$ cat src/rtl/weight_load_ctrl.sv
`default_nettype none
// ============================================================================
//  Module   : weight_load_ctrl
//  Purpose  : Sequences one weight tile from a valid/ready stream into X*Y
//             weight banks, bank-major, with a clean pulse before each load.
//  Revision : 1.0
// ============================================================================
module weight_load_ctrl #(
    parameter int DW = 32,
    parameter int Tn = 16,
    parameter int Tm = 16,
    parameter int K  = 3,
    parameter int X  = 4,
    parameter int Y  = 4
) (
    input  logic             clk,
    input  logic             rst,
    input  logic             start,
    input  logic [DW-1:0]    in_data,
    input  logic             in_valid,
    output logic             in_ready,
    output logic [DW-1:0]    wr_data,
    output logic [X*Y-1:0]   wr_ena,
    output logic             conv_tile_clean,
    output logic             busy,
    output logic             done
);

    localparam int c_NB       = X * Y;
    localparam int c_BANK_CAP = (Tn / Y) * (Tm / X) * K * K;
    localparam int c_WC_W     = (c_BANK_CAP > 1) ? $clog2(c_BANK_CAP) : 1;
    localparam int c_BC_W     = (c_NB > 1) ? $clog2(c_NB) : 1;

    localparam logic [c_WC_W-1:0] c_WORD_LAST = c_WC_W'(c_BANK_CAP - 1);
    localparam logic [c_BC_W-1:0] c_BANK_LAST = c_BC_W'(c_NB - 1);
    localparam logic [c_NB-1:0]   c_ENA_ONE   = c_NB'(1);

    localparam logic [1:0] c_IDLE  = 2'd0;
    localparam logic [1:0] c_CLEAN = 2'd1;
    localparam logic [1:0] c_LOAD  = 2'd2;
    localparam logic [1:0] c_FIN   = 2'd3;

    logic [1:0]        r_state;
    logic [c_WC_W-1:0] r_word_cnt;
    logic [c_BC_W-1:0] r_bank_cnt;
    logic              w_accept;
    logic              w_word_last;
    logic              w_tile_last;

    // Handshake and status are pure state decodes: no input-to-output paths.
    assign in_ready        = (r_state == c_LOAD);
    assign conv_tile_clean = (r_state == c_CLEAN);
    assign done            = (r_state == c_FIN);
    assign busy            = (r_state != c_IDLE);

    assign w_accept    = in_valid & in_ready;
    assign w_word_last = (r_word_cnt == c_WORD_LAST);
    assign w_tile_last = w_word_last && (r_bank_cnt == c_BANK_LAST);

    always_ff @(posedge clk) begin
        if (rst) begin
            r_state    <= c_IDLE;
            r_word_cnt <= '0;
            r_bank_cnt <= '0;
            wr_data    <= '0;
            wr_ena     <= '0;
        end else begin
            wr_ena <= '0;
            case (r_state)
                c_IDLE: begin
                    if (start) begin
                        r_state <= c_CLEAN;
                    end
                end
                c_CLEAN: begin
                    r_state    <= c_LOAD;
                    r_word_cnt <= '0;
                    r_bank_cnt <= '0;
                end
                c_LOAD: begin
                    if (w_accept) begin
                        wr_data <= in_data;
                        wr_ena  <= c_ENA_ONE << r_bank_cnt;
                        if (w_tile_last) begin
                            // Counters return to zero so no value past the last bank is held.
                            r_word_cnt <= '0;
                            r_bank_cnt <= '0;
                            r_state    <= c_FIN;
                        end else if (w_word_last) begin
                            r_word_cnt <= '0;
                            r_bank_cnt <= r_bank_cnt + c_BC_W'(1);
                        end else begin
                            r_word_cnt <= r_word_cnt + c_WC_W'(1);
                        end
                    end
                end
                c_FIN: begin
                    r_state <= c_IDLE;
                end
                default: begin
                    r_state <= c_IDLE;
                end
            endcase
        end
    end

endmodule
`default_nettype wire
$ cat config.mk
export PLATFORM = sky130hd
export DESIGN_NAME = weight_load_ctrl
export DESIGN_NICKNAME = d
export VERILOG_FILES = /design/src/rtl/weight_load_ctrl.sv
export SDC_FILE = /design/constraint.sdc
export NUM_CORES = 1
export LEC_CHECK = 0
export CAP_MARGIN = 40
export CORE_ASPECT_RATIO = 1.4
export CORE_MARGIN = 3
export CORE_UTILIZATION = 44
export CTS_CLUSTER_DIAMETER = 30
export CTS_CLUSTER_SIZE = 16
export DETAILED_ROUTE_END_ITERATION = 8
export PLACE_DENSITY = 0.82
export SLEW_MARGIN = 30
export SYNTH_ARGS = -nofsm -noshare
export SYNTH_HDL_FRONTEND = slang
export SYNTH_SLANG_ARGS = --single-unit
$ cat constraint.sdc
create_clock -name clk -period 1.74 [get_ports clk]
set_input_delay 0.348 -clock clk [delete_from_list [all_inputs] [get_ports clk]]
set_output_delay 0.348 -clock clk [all_outputs]
set_load 0.03 [all_outputs]
After elaboration in Yosys (flattened, before gate mapping)
Cells that the tools add are included.
{"block": "op_classes", "n_addsub": 2, "mul": 0, "div": 0, "order_cmp": 0, "eq_ne": 9, "shift": 1, "n_mux": 12, "n_bitwise": 3, "reduce_logical": 9}
{"cell": "$mux W8", "n": 3}
{"cell": "$pmux W8 S2", "n": 1}
{"cell": "$shl A1 B4 Y16 const A", "n": 1}
{"cell": "$mux W4", "n": 3}
{"cell": "$add A8 B1 Y8 const B", "n": 1}
{"cell": "$eq A8 B8 Y1 const B", "n": 1}
{"cell": "$pmux W2 S4", "n": 1}
{"cell": "$pmux W4 S2", "n": 1}
{"cell": "$mux W2", "n": 3}
{"cell": "$reduce_and A3 Y1", "n": 2}
{"cell": "$add A4 B1 Y4 const B", "n": 1}
{"cell": "$eq A2 B2 Y1 const B", "n": 2}
{"cell": "$eq A4 B4 Y1 const B", "n": 1}
{"cell": "$ne A2 B1 Y1 const B", "n": 2}
{"cell": "$reduce_and A2 Y1", "n": 2}
{"cell": "$reduce_bool A2 Y1", "n": 2}
{"cell": "$ne A3 B1 Y1 const B", "n": 1}
{"cell": "$reduce_or A3 Y1", "n": 1}
{"cell": "$eq A2 B1 Y1 const B", "n": 1}
{"cell": "$logic_not A2 Y1", "n": 1}
{"cell": "$ne A2 B2 Y1 const B", "n": 1}
{"cell": "$not A1 Y1", "n": 2}
{"cell": "$and A1 B1 Y1", "n": 1}
{"cell": "$logic_and A1 B1 Y1", "n": 1}
{"block": "word_totals", "ff_bits": 62, "latch_bits": 0, "ram_bits": 0, "romBits": 0, "input_bits": 36, "output_inout_bits": 52, "mem_count": 0}

Logic depth before layout (Yosys ltp)
Gate-level depths: netlist of the first run.
{"block": "logic_depth", "ltp_word": 5, "mapped_depth": 7}

Least setup slack after synthesis of the first run
No wires, ideal clock.
{"block": "synth_path", "path_kind": "flip-flop to flip-flop", "startpoint": "register r_state[0]", "endpoint": "register r_word_cnt[6]", "setup_time_ns": 0.070, "arrival_ns": 1.753, "path_slack_ns": -0.084, "stages_incl_launch_ff": 7, "period_less_slack_ns": 1.824, "path_cell_list": "dfxtp_1 > inv_1 > ha_1 > nand2_1 > clkbuf_1 > or4_1 > a21oi_1"}
{"block": "synth_via", "elab_chain_cells": 4}
{"element": "start, declared", "line_no": "43", "source": "logic [1:0] r_state;"}
{"element": "start signal, assigned", "line_no": "62", "source": "r_state <= c_IDLE;"}
{"element": "start signal, assigned", "line_no": "72", "source": "r_state <= c_CLEAN;"}
{"element": "start signal, assigned", "line_no": "76", "source": "r_state <= c_LOAD;"}
{"element": "$eq A2 B2 Y1 *", "line_no": "51", "source": "assign in_ready = (r_state == c_LOAD);"}
{"element": "net in_ready", "line_no": "21", "source": "output logic in_ready,"}
{"element": "$and A1 B1 Y1", "line_no": "56", "source": "assign w_accept = in_valid & in_ready;"}
{"element": "$ne A2 B1 Y1 (no line)"}
{"element": "$reduce_and A2 Y1 (no line)"}
{"element": "end signal, assigned", "line_no": "93", "source": "r_word_cnt <= r_word_cnt + c_WC_W'(1);"}
{"element": "end, declared", "line_no": "44", "source": "logic [c_WC_W-1:0] r_word_cnt;"}
Mark *: on every way through the listed nets, which the timed path passes. The rest lies on a longest branch.
A chain may end at the register's enable or synchronous reset.

Worst setup path after layout of the first run
{"block": "layout_path", "startpoint": "register wr_data[16]", "endpoint": "output port wr_data[16]"}
{"element": "start, declared", "line_no": "22", "source": "output logic [DW-1:0] wr_data,"}
{"element": "start signal, assigned", "line_no": "82", "source": "wr_data <= in_data;"}
No word-level cell between the ends.

==> results of run 1 <==
## how the worst min path moves through the flow
stage,to,depth (start not counted)
global placement,wr_data[25],2
global route,wr_data[5],2
finish,wr_data[21],2
detailed placement,wr_data[7],2
floorplan,r_word_cnt[7],1
CTS,wr_data[21],2
## layer usage
metal  GRT usage [%]  up-vias  part of all wire (%)  wire (um)
met5               0        -                     0          0
met4           11.77        0                   2.7        160
met3           5.288       11                   6.8        397
met2           32.35       76                    52       3050
met1           19.94     1032                    38       2218
li1                -     1136                     -          -
## worst min-delay path: stages, from the launching register on
cell and delay [ns]:
dfxtp_1 0.31, nand2_1 0.05, a21oi_1 0.05
## state kept, by name, summed over array words and instances (netlist names)
register	flops
wr_data	32
r_state	2
wr_ena	16
r_word_cnt	8
r_bank_cnt	4
## cell type report
cell class,count,area [um2]
Fill cell,408,1602
Sequential cell,62,1242
Multi-Input combinational cell,196,1095
Timing Repair Buffer,105,1021
Clock buffer,12,145.1
Tap cell,66,82.58
Inverter,7,26.28
Clock inverter,4,22.52
## what timing repair did
item / 4_1_cts / 5_1_grt
resized for setup: 4 / 15
setup buffers: 0 / 0
pin swaps: 0 / 0
endpoints found under the setup margin: 2 / 22
## cells by family (layout without fill, tap and decap cells)
kind of cell | Yosys count | count (layout) | share of synthesized area, %
and+or+nand+nor | 125 | 125 | 24.09
DFF | 62 | 62 | 51.51
AOI/OAI and AO/OA | 56 | 56 | 12.93
buffers and inverters | 24 | 128 | 4.102
adders and majority gates | 12 | 12 | 6.230
xor gates and xnor gates | 2 | 2 | 0.7270
muxes | 1 | 1 | 0.4154
## power by group
group | internal, W | switching, W
Sequential | 0.00152 | 0.0000634
Clock | 0.000548 | 0.000510
Combinational | 0.000461 | 0.000597
## layout by cell type (no fill, tap or decap), drive strengths merged, types with 3 or more instances in the layout
| cell | count |
|---|---|
| a21oi | 40 |
| a31oi | 3 |
| and3 | 6 |
| and3b | 3 |
| buf | 20 |
| clkbuf | 12 |
| clkdlybuf4s50 | 75 |
| clkinv | 3 |
| dfxtp | 62 |
| dlymetal6s2s | 8 |
| ha | 12 |
| inv | 7 |
| nand2 | 75 |
| nand3 | 8 |
| nor2 | 14 |
| nor3 | 3 |
| o21ai | 6 |
| or3 | 4 |
## through the flow
stage | area, um2 | utilization [%] | total power (W) | hold slack [ns] | setup slack [ns]
detailed placement | 3423 | 65.38 | 0.002636 | 0.4470 | -0.1237
global placement | 3423 | 65.38 | 0.002610 | 0.4408 | -0.07613
global route | 3635 | 69.41 | 0.003872 | 0.4717 | 0.0001747
finish | 3635 | 69.41 | 0.003696 | 0.4561 | 0.01685
floorplan | 2412 | - | 0.002197 | 0.4474 | 0.03954
CTS | 3591 | 68.58 | 0.003683 | 0.4562 | 0.01658
==> impl_metrics.toml, run 1 <==
[setup_path]
startpoint_type = "flip-flop"
rrSetupSlack_ns = 0.12
critPathMaxStageDelay_ns = 0.70
crit_end = "wr_data[16]"
crit_buf_inv = 1
r2r_start = "r_state[0]"
crit_chain = "clkdlybuf4s50_1"
endpoint_kind = "output pin"
cp.required_ns = 1.39
r2r-end = "r_word_cnt[6]"
crit_path_top_delay_cell = "clkdlybuf4s50_1"
critical_path.max_fanout = 2
ff2ff_path_depth = 6
cp_top_family = "buffers and inverters"
cp.arrival_ns = 1.38
cp_num_cells = 1
cp-startpoint = "wr_data[16]"
crit_type = "reg2out"

[yosys]
ys_ff_latch = 62
syn_inst = 282
synth_area_leaders = "dfxtp_1, nand2_1, a21oi_1"
seq_area_frac_synth_pct = 51.51
netlist.area_leader.share_pct = 51.51
synth_common_cells = "nand2_1, dfxtp_1, a21oi_1"
synth_ff_type = "dfxtp_1"
synth.most_common_cell = "nand2_1"
yosysTopAreaCell = "dfxtp_1"
yosysWarningCount = 0
syn_nets = 330
synth_edf_count = 0
async_flop_share_pct = 0
mappedNetlistArea_um2 = 2410
post_synth_num_cell_types = 37
synth.avg_cell_area_um2 = 8.545

[timing]
timing.final.crit_share_pct = 99.03
max-slew-margin-rel_pct = 75.96
slew_viol_final = 0
hold_viol = 0
setup_viol = 0
worst_pin_slew_ns = 0.3601
rsz0062_at_grt = "no"
skew_ns = 0.004370
tns_ns = 0
fin_crit_ns = 1.723
fmax_mhz = 580.3

[clock_network]
htree_levels = 3
clock_sinks = 62
ctsHoldBuffers = 0
cts.path.max_buffers = 2
cts_made_buffers = 9
clkTransAtPathRegs_ns = 0.06
cts-root-buf = "clkbuf_8"
cts_tree = "yes"
clk_latency_ns = 0.33

[drt]
wl_per_cell_um = 12.89
firstDrtPassIters = 4
vias = 2255
routed_wl_um = 5827
vias_per_cell = 4.989
drt_drc_violations_left = 0
drtIter0Drc = 108
drtAntennaViolNets = 0

[floorplan]
die_w_um = 68.55
row_count = 31
die_height_um = 93.57
start_util_pct = 46.02
ios = 88
core-area_um2 = 5236
dieArea_um2 = 6413

[power]
peakVddDrop_mv = 0.8095
leakagePower_nw = 1.506
powerDensity_nw_per_um2 = 1017

[finish]
final_cells = 452
antennaDiodeCount = 0
drive_gt1_share_pct = 11.92
final_nets = 429
syn2layout_area_growth_pct = 50.83

[global_routing]
grt_first_pass_wirelength_um = 9273
grt_max_degree = 33
antenna_found_initial = 0
grt_pass1_vias = 2183
grt_overflow = 0
grtUsageTotal_pct = 19.06

[min_path]
hold_path.class = "reg2reg"
min_from = "wr_data[21]"

[place]
gp_congestion = 0.8540
port_buffers = 87
dp_cells = 436
hpwl_um = 4309

[status]
status = "completed"

[run]
max_cap_viol_count = 0
No activity file was read; power rests on OpenSTA's default activity.
==> inputs of run 2 (changes only) <==
Settings changed: CELL_PAD_IN_SITES_DETAIL_PLACEMENT from default to 1, CELL_PAD_IN_SITES_GLOBAL_PLACEMENT from default to 2, CORE_UTILIZATION 44 to 34, DONT_BUFFER_PORTS from default to 1, GPL_TIMING_DRIVEN from default to 0, PLACE_DENSITY 0.82 to 0.79.
==> run 2 against run 1 <==
Against the previous run:
- die area up 27%
- worst setup slack better by 0.042 ns
- critical path depth up 4
- largest cell class unchanged
==> impl_metrics.toml, run 2 (synthesized netlist as in run 1, its figures left out) <==
[drt]
vias_per_cell = 4.936
drt_drc_violations_left = 0
wl_per_cell_um = 15.32
drtIter0Drc = 64
routed_wl_um = 5976
vias = 1925
drtAntennaViolNets = 0
firstDrtPassIters = 4

[timing]
hold_viol = 0
skew_ns = 0.005619
slew_viol_final = 0
worst_pin_slew_ns = 0.5586
fin_crit_ns = 1.681
setup_viol = 0
timing.final.crit_share_pct = 96.59
max-slew-margin-rel_pct = 62.76
fmax_mhz = 595.0
rsz0062_at_grt = "yes"
fin_ws_ns = 0.05930

[power]
power_w = 0.003653
powerDensity_nw_per_um2 = 1298
pwr-share-clk_pct = 33.5
peakVddDrop_mv = 0.6236
p_sw_w = 0.001181
seq_power_share_pct = 47.3
power.internal_w = 0.002472
netSwitchingFraction_pct = 32.34
combinationalPowerShare_pct = 19.1
leakagePower_nw = 1.020

[finish]
final_cell_mix = "nand2_1, dfxtp_1, a21oi_1"
top_regs = "wr_data: 32 flops, wr_ena: 16 flops, r_word_cnt: 8 flops"
final_cell_area_um2 = 2814
drive_gt1_share_pct = 15.44
fillers = 821
fin_util_pct = 41.73
final_common_cell = "nand2_1"
antennaDiodeCount = 0
syn2layout_area_growth_pct = 16.77
top_register = "wr_data"
largest_reg_flops = 32
final_nets = 342

[place]
placed_cell_area_um2 = 2527
pre_cts_slack_ns = -0.3279
hpwl_um = 4403
gp_congestion = 0.7014
port_buffers = 0

[clock_network]
cts_made_buffers = 9
clkTransAtPathRegs_ns = 0.07
cts-root-buf = "clkbuf_8"
clock_sinks = 62
cts.path.max_buffers = 2
htree_levels = 3
cts_tree = "yes"
clk_latency_ns = 0.33

[setup_path]
r2r-end = "r_word_cnt[4]"
crit_type = "reg2reg"
cp.arrival_ns = 1.94
crit_path_top_delay_cell = "or4_2"
cp.required_ns = 2.00
crit_buf_inv = 1
r2r_start = "r_state[0]"
cp-startpoint = "r_state[0]"
rrSetupSlack_ns = 0.06
cp_num_cells = 5
startpoint_type = "flip-flop"
endpoint_kind = "flip-flop"
ff2ff_path_depth = 5
crit_chain = "inv_2 -> ha_4 -> nand2_2 -> or4_2 -> a21oi_2"
critPathMaxStageDelay_ns = 0.66
crit_end = "r_word_cnt[4]"
critical_path.max_fanout = 8
cp_top_family = "simple AND/OR/NAND/NOR gates"

[floorplan]
core-area_um2 = 6744
die_w_um = 77.15
start_util_pct = 35.73
die_height_um = 105.6
dieArea_um2 = 8148
ios = 88
row_count = 35

[global_routing]
grt_pass1_vias = 2019
grt_first_pass_wirelength_um = 9666
antenna_found_initial = 0
grt_overflow = 0
grt_max_degree = 11
grtUsageTotal_pct = 15.03

[min_path]
hold_path.class = "in2reg"

[status]
status = "completed"

[run]
max_cap_viol_count = 0
==> run 2: cell count changes in the layout (fill, tap and decap cells not counted), moves of 2 or more <==
cell             before  now
clkdlybuf4s50_1      75    0
clkbuf_4              0    2
a21oi_2               0    2
dlymetal6s2s_1        8    0
a21oi_1              40   38
clkbuf_1              2    6
clkbuf_2              0    4
buf_4                20    3
ha_1                 11    9
==> run 2: per-stage QoR <==
step | hold WS [ns] | setup TNS, ns | instances
2_1_floorplan | 0.4474 | 0 | 282
3_3_place_gp | 0.4720 | -9.837 | 374
3_5_place_dp | 0.4752 | -10.02 | 374
4_1_cts | 0.1303 | 0 | 389
5_1_grt | 0.1266 | -0.02130 | 390
6_report | 0.1458 | 0 | 390
==> run 2: worst min-delay path by stage <==
stage	start	to	slack, ns	cells after the start
6_report	in_data[9]	wr_data[9]	0.15	2
3_3_place_gp	r_word_cnt[0]	r_word_cnt[0]	0.47	2
4_1_cts	in_data[12]	wr_data[12]	0.13	2
5_1_grt	in_data[12]	wr_data[12]	0.13	2
2_1_floorplan	r_word_cnt[7]	r_word_cnt[7]	0.45	1
3_5_place_dp	r_word_cnt[0]	r_word_cnt[0]	0.48	2
==> run 2: power by group through the flow <==
stage | logic, W | registers (W) | clock network, W
floorplan | 0.000471 | 0.00173 | 0
global placement | 0.000584 | 0.00175 | 0
detailed placement | 0.000602 | 0.00175 | 0
CTS | 0.000666 | 0.00173 | 0.00127
global route | 0.000792 | 0.00174 | 0.00133
finish | 0.000698 | 0.00173 | 0.00123
==> run 2: area by class of cell <==
class / count / area (um2) / share of cell area [%]
repair buffers: 2 / 15.01 / 0.5336
inverters: 7 / 26.28 / 0.9337
flip-flops and latches: 62 / 1242 / 44.15
clock inverters: 4 / 47.55 / 1.690
well taps: 92 / 115.1 / 4.091
plain buffers: 16 / 95.09 / 3.379
multi-input cells: 196 / 1131 / 40.20
clock buffers: 11 / 141.4 / 5.024
==> run 2: timing repair <==
| action | 4_1_cts | 5_1_grt |
|---|---|---|
| pin swaps | 0 | 1 |
| buffers inserted | 1 | 1 |
| gates cloned | 0 | 0 |
| hold buffers | 0 | 0 |
| endpoints found under the setup margin | 51 | 38 |
| resized for setup | 16 | 17 |
==> run 2: metal layers <==
layer  up-vias  track usage [%]  wire length, um
li1        964                -                -
met1       890            16.52             2469
met2        63            25.34             2942
met3         8            5.726              456
met4         0            6.997              108
met5         -                0                0
==> inputs of run 3 (changes only) <==
Settings changed: PLACE_DENSITY 0.79 to 0.82.
==> run 3 against run 2 <==
Against the previous run:
- clock-buffer cell count unchanged
- cell count down 0.26%
- clock skew up 0.0031 ns
- first-iteration DRC count up 30%
- non-clock buffer count down 2
- flip-flop and latch count unchanged
- critical path type unchanged
- routed wire length down 1.9%
- worst hold slack worse by 0.0034 ns
==> impl_metrics.toml, run 3 (synthesized netlist as in run 1, its figures left out) <==
[timing]
worst_pin_slew_ns = 0.5003
timing.final.crit_share_pct = 96.30
setup_viol = 0
fmax_mhz = 596.8
tns_ns = 0
max-slew-margin-rel_pct = 66.64
slew_viol_final = 0
skew_ns = 0.008735
hold_viol = 0
fin_crit_ns = 1.676

[status]
status = "completed"

[setup_path]
r2r-end = "r_word_cnt[6]"
critical_path.max_fanout = 10
startpoint_type = "flip-flop"
cp.arrival_ns = 1.94
rrSetupSlack_ns = 0.06
ff2ff_path_depth = 6
crit_path_top_delay_cell = "or4_1"
crit_chain = "inv_2 -> ha_4 -> nand2_2 -> buf_6 -> or4_1 -> a21oi_2"
critPathMaxStageDelay_ns = 0.52
endpoint_kind = "flip-flop"
crit_type = "reg2reg"
crit_end = "r_word_cnt[6]"
cp.required_ns = 2.00
r2r_start = "r_state[0]"
cp-startpoint = "r_state[0]"

[power]
leakagePower_nw = 1.032
powerDensity_nw_per_um2 = 1360
peakVddDrop_mv = 0.6748
power_w = 0.003855

[global_routing]
grt_max_degree = 12
met2_usage_pct = 24.72
grtUsageMet3_pct = 5.812
met1_usage_pct = 16.87
grt_overflow = 0
grt_pass1_vias = 1964
grtUsageTotal_pct = 14.79
antenna_found_initial = 0
grt_first_pass_wirelength_um = 9625
busiest_layer = "met2"

[clock_network]
cts-root-buf = "clkbuf_8"
cts_tree = "yes"
cts_made_buffers = 9
htree_levels = 3
clkTransAtPathRegs_ns = 0.08
cts.path.max_buffers = 2
clk_latency_ns = 0.33
clock_sinks = 62
ctsHoldBuffers = 0

[drt]
drtIter0Drc = 83
vias_per_cell = 4.925
drt_drc_violations_left = 0
drtAntennaViolNets = 0
firstDrtPassIters = 4
routed_wl_um = 5861
vias = 1916
wl_per_cell_um = 15.07

[place]
port_buffers = 0
hpwl_um = 4351
gp_congestion = 0.7522
placed_cell_area_um2 = 2527

[finish]
drive_gt1_share_pct = 14.81
syn2layout_area_growth_pct = 17.65
antennaDiodeCount = 0
fillers = 816
top_regs = "wr_data: 32 flops, wr_ena: 16 flops, r_word_cnt: 8 flops"
top_register = "wr_data"
final_nets = 340
final_cell_mix = "nand2_1, dfxtp_1, a21oi_1"
largest_reg_flops = 32
final_common_cell = "nand2_1"
final_cell_area_um2 = 2835

[floorplan]
ios = 88
row_count = 35
start_util_pct = 35.73
die_w_um = 77.15
die_height_um = 105.6
core-area_um2 = 6744
dieArea_um2 = 8148

[min_path]
hold_path.class = "in2reg"

[run]
max_cap_viol_count = 0
## run 3: layer usage
| metal | up-vias | share of wire (%) |
|---|---|---|
| li1 | 957 | - |
| met3 | 7 | 7.0 |
| met2 | 58 | 52 |
| met1 | 894 | 40 |
| met4 | 0 | 1.2 |
| met5 | - | 0 |
## run 3: repair_timing
item,4_1_cts,5_1_grt
endpoints found under the setup margin,49,41
buffers inserted,0,0
pin swaps,0,1
gates resized for setup,12,22
## run 3: how the worst min path moves through the flow
stage	start	endpoint	cells past startpoint	slack, ns
final	in_data[14]	wr_data[14]	2	0.14
after global routing	in_data[17]	wr_data[17]	2	0.12
after CTS	in_data[24]	wr_data[24]	2	0.12
after detailed placement	r_word_cnt[0]	r_word_cnt[0]	2	0.48
after global placement	r_word_cnt[0]	r_word_cnt[0]	2	0.47
after floorplan	r_word_cnt[7]	r_word_cnt[7]	1	0.45
## run 3: report_power, final
part           internal [W]  total [W]  switching, W
Sequential          0.00152    0.00173      0.000216
Combinational      0.000248   0.000670      0.000422
Clock              0.000885    0.00145      0.000567
Total               0.00265    0.00386       0.00120
## run 3: cell type report
| type | count | area [um2] | share of cell area (%) |
|---|---|---|---|
| inverter | 7 | 26.28 | 0.9267 |
| tap | 92 | 115.1 | 4.060 |
| clock inverter | 5 | 81.33 | 2.868 |
| clock buffer | 11 | 151.4 | 5.340 |
| multi-input combinational | 196 | 1125 | 39.67 |
| buffer | 16 | 92.59 | 3.266 |
| sequential | 62 | 1244 | 43.87 |
## run 3: per-stage QoR
step           hold WS, ns  util [%]  setup WS (ns)  std cells
6_report            0.1425     42.04        0.06434        389
4_1_cts             0.1247     41.26       -0.01178        389
3_3_place_gp        0.4729     37.48        -0.2820        374
2_1_floorplan       0.4474         -        0.03954        282
3_5_place_dp        0.4813     37.48        -0.3240        374
5_1_grt             0.1246     42.04       -0.02105        389
## run 3: critical path: cells and delay by family (launching register included)
kind	cells	cell delay, ns
simple gates	2	0.60
buf+inv	2	0.25
compound gates	1	0.15
fa+ha+maj	1	0.25
flops	1	0.36
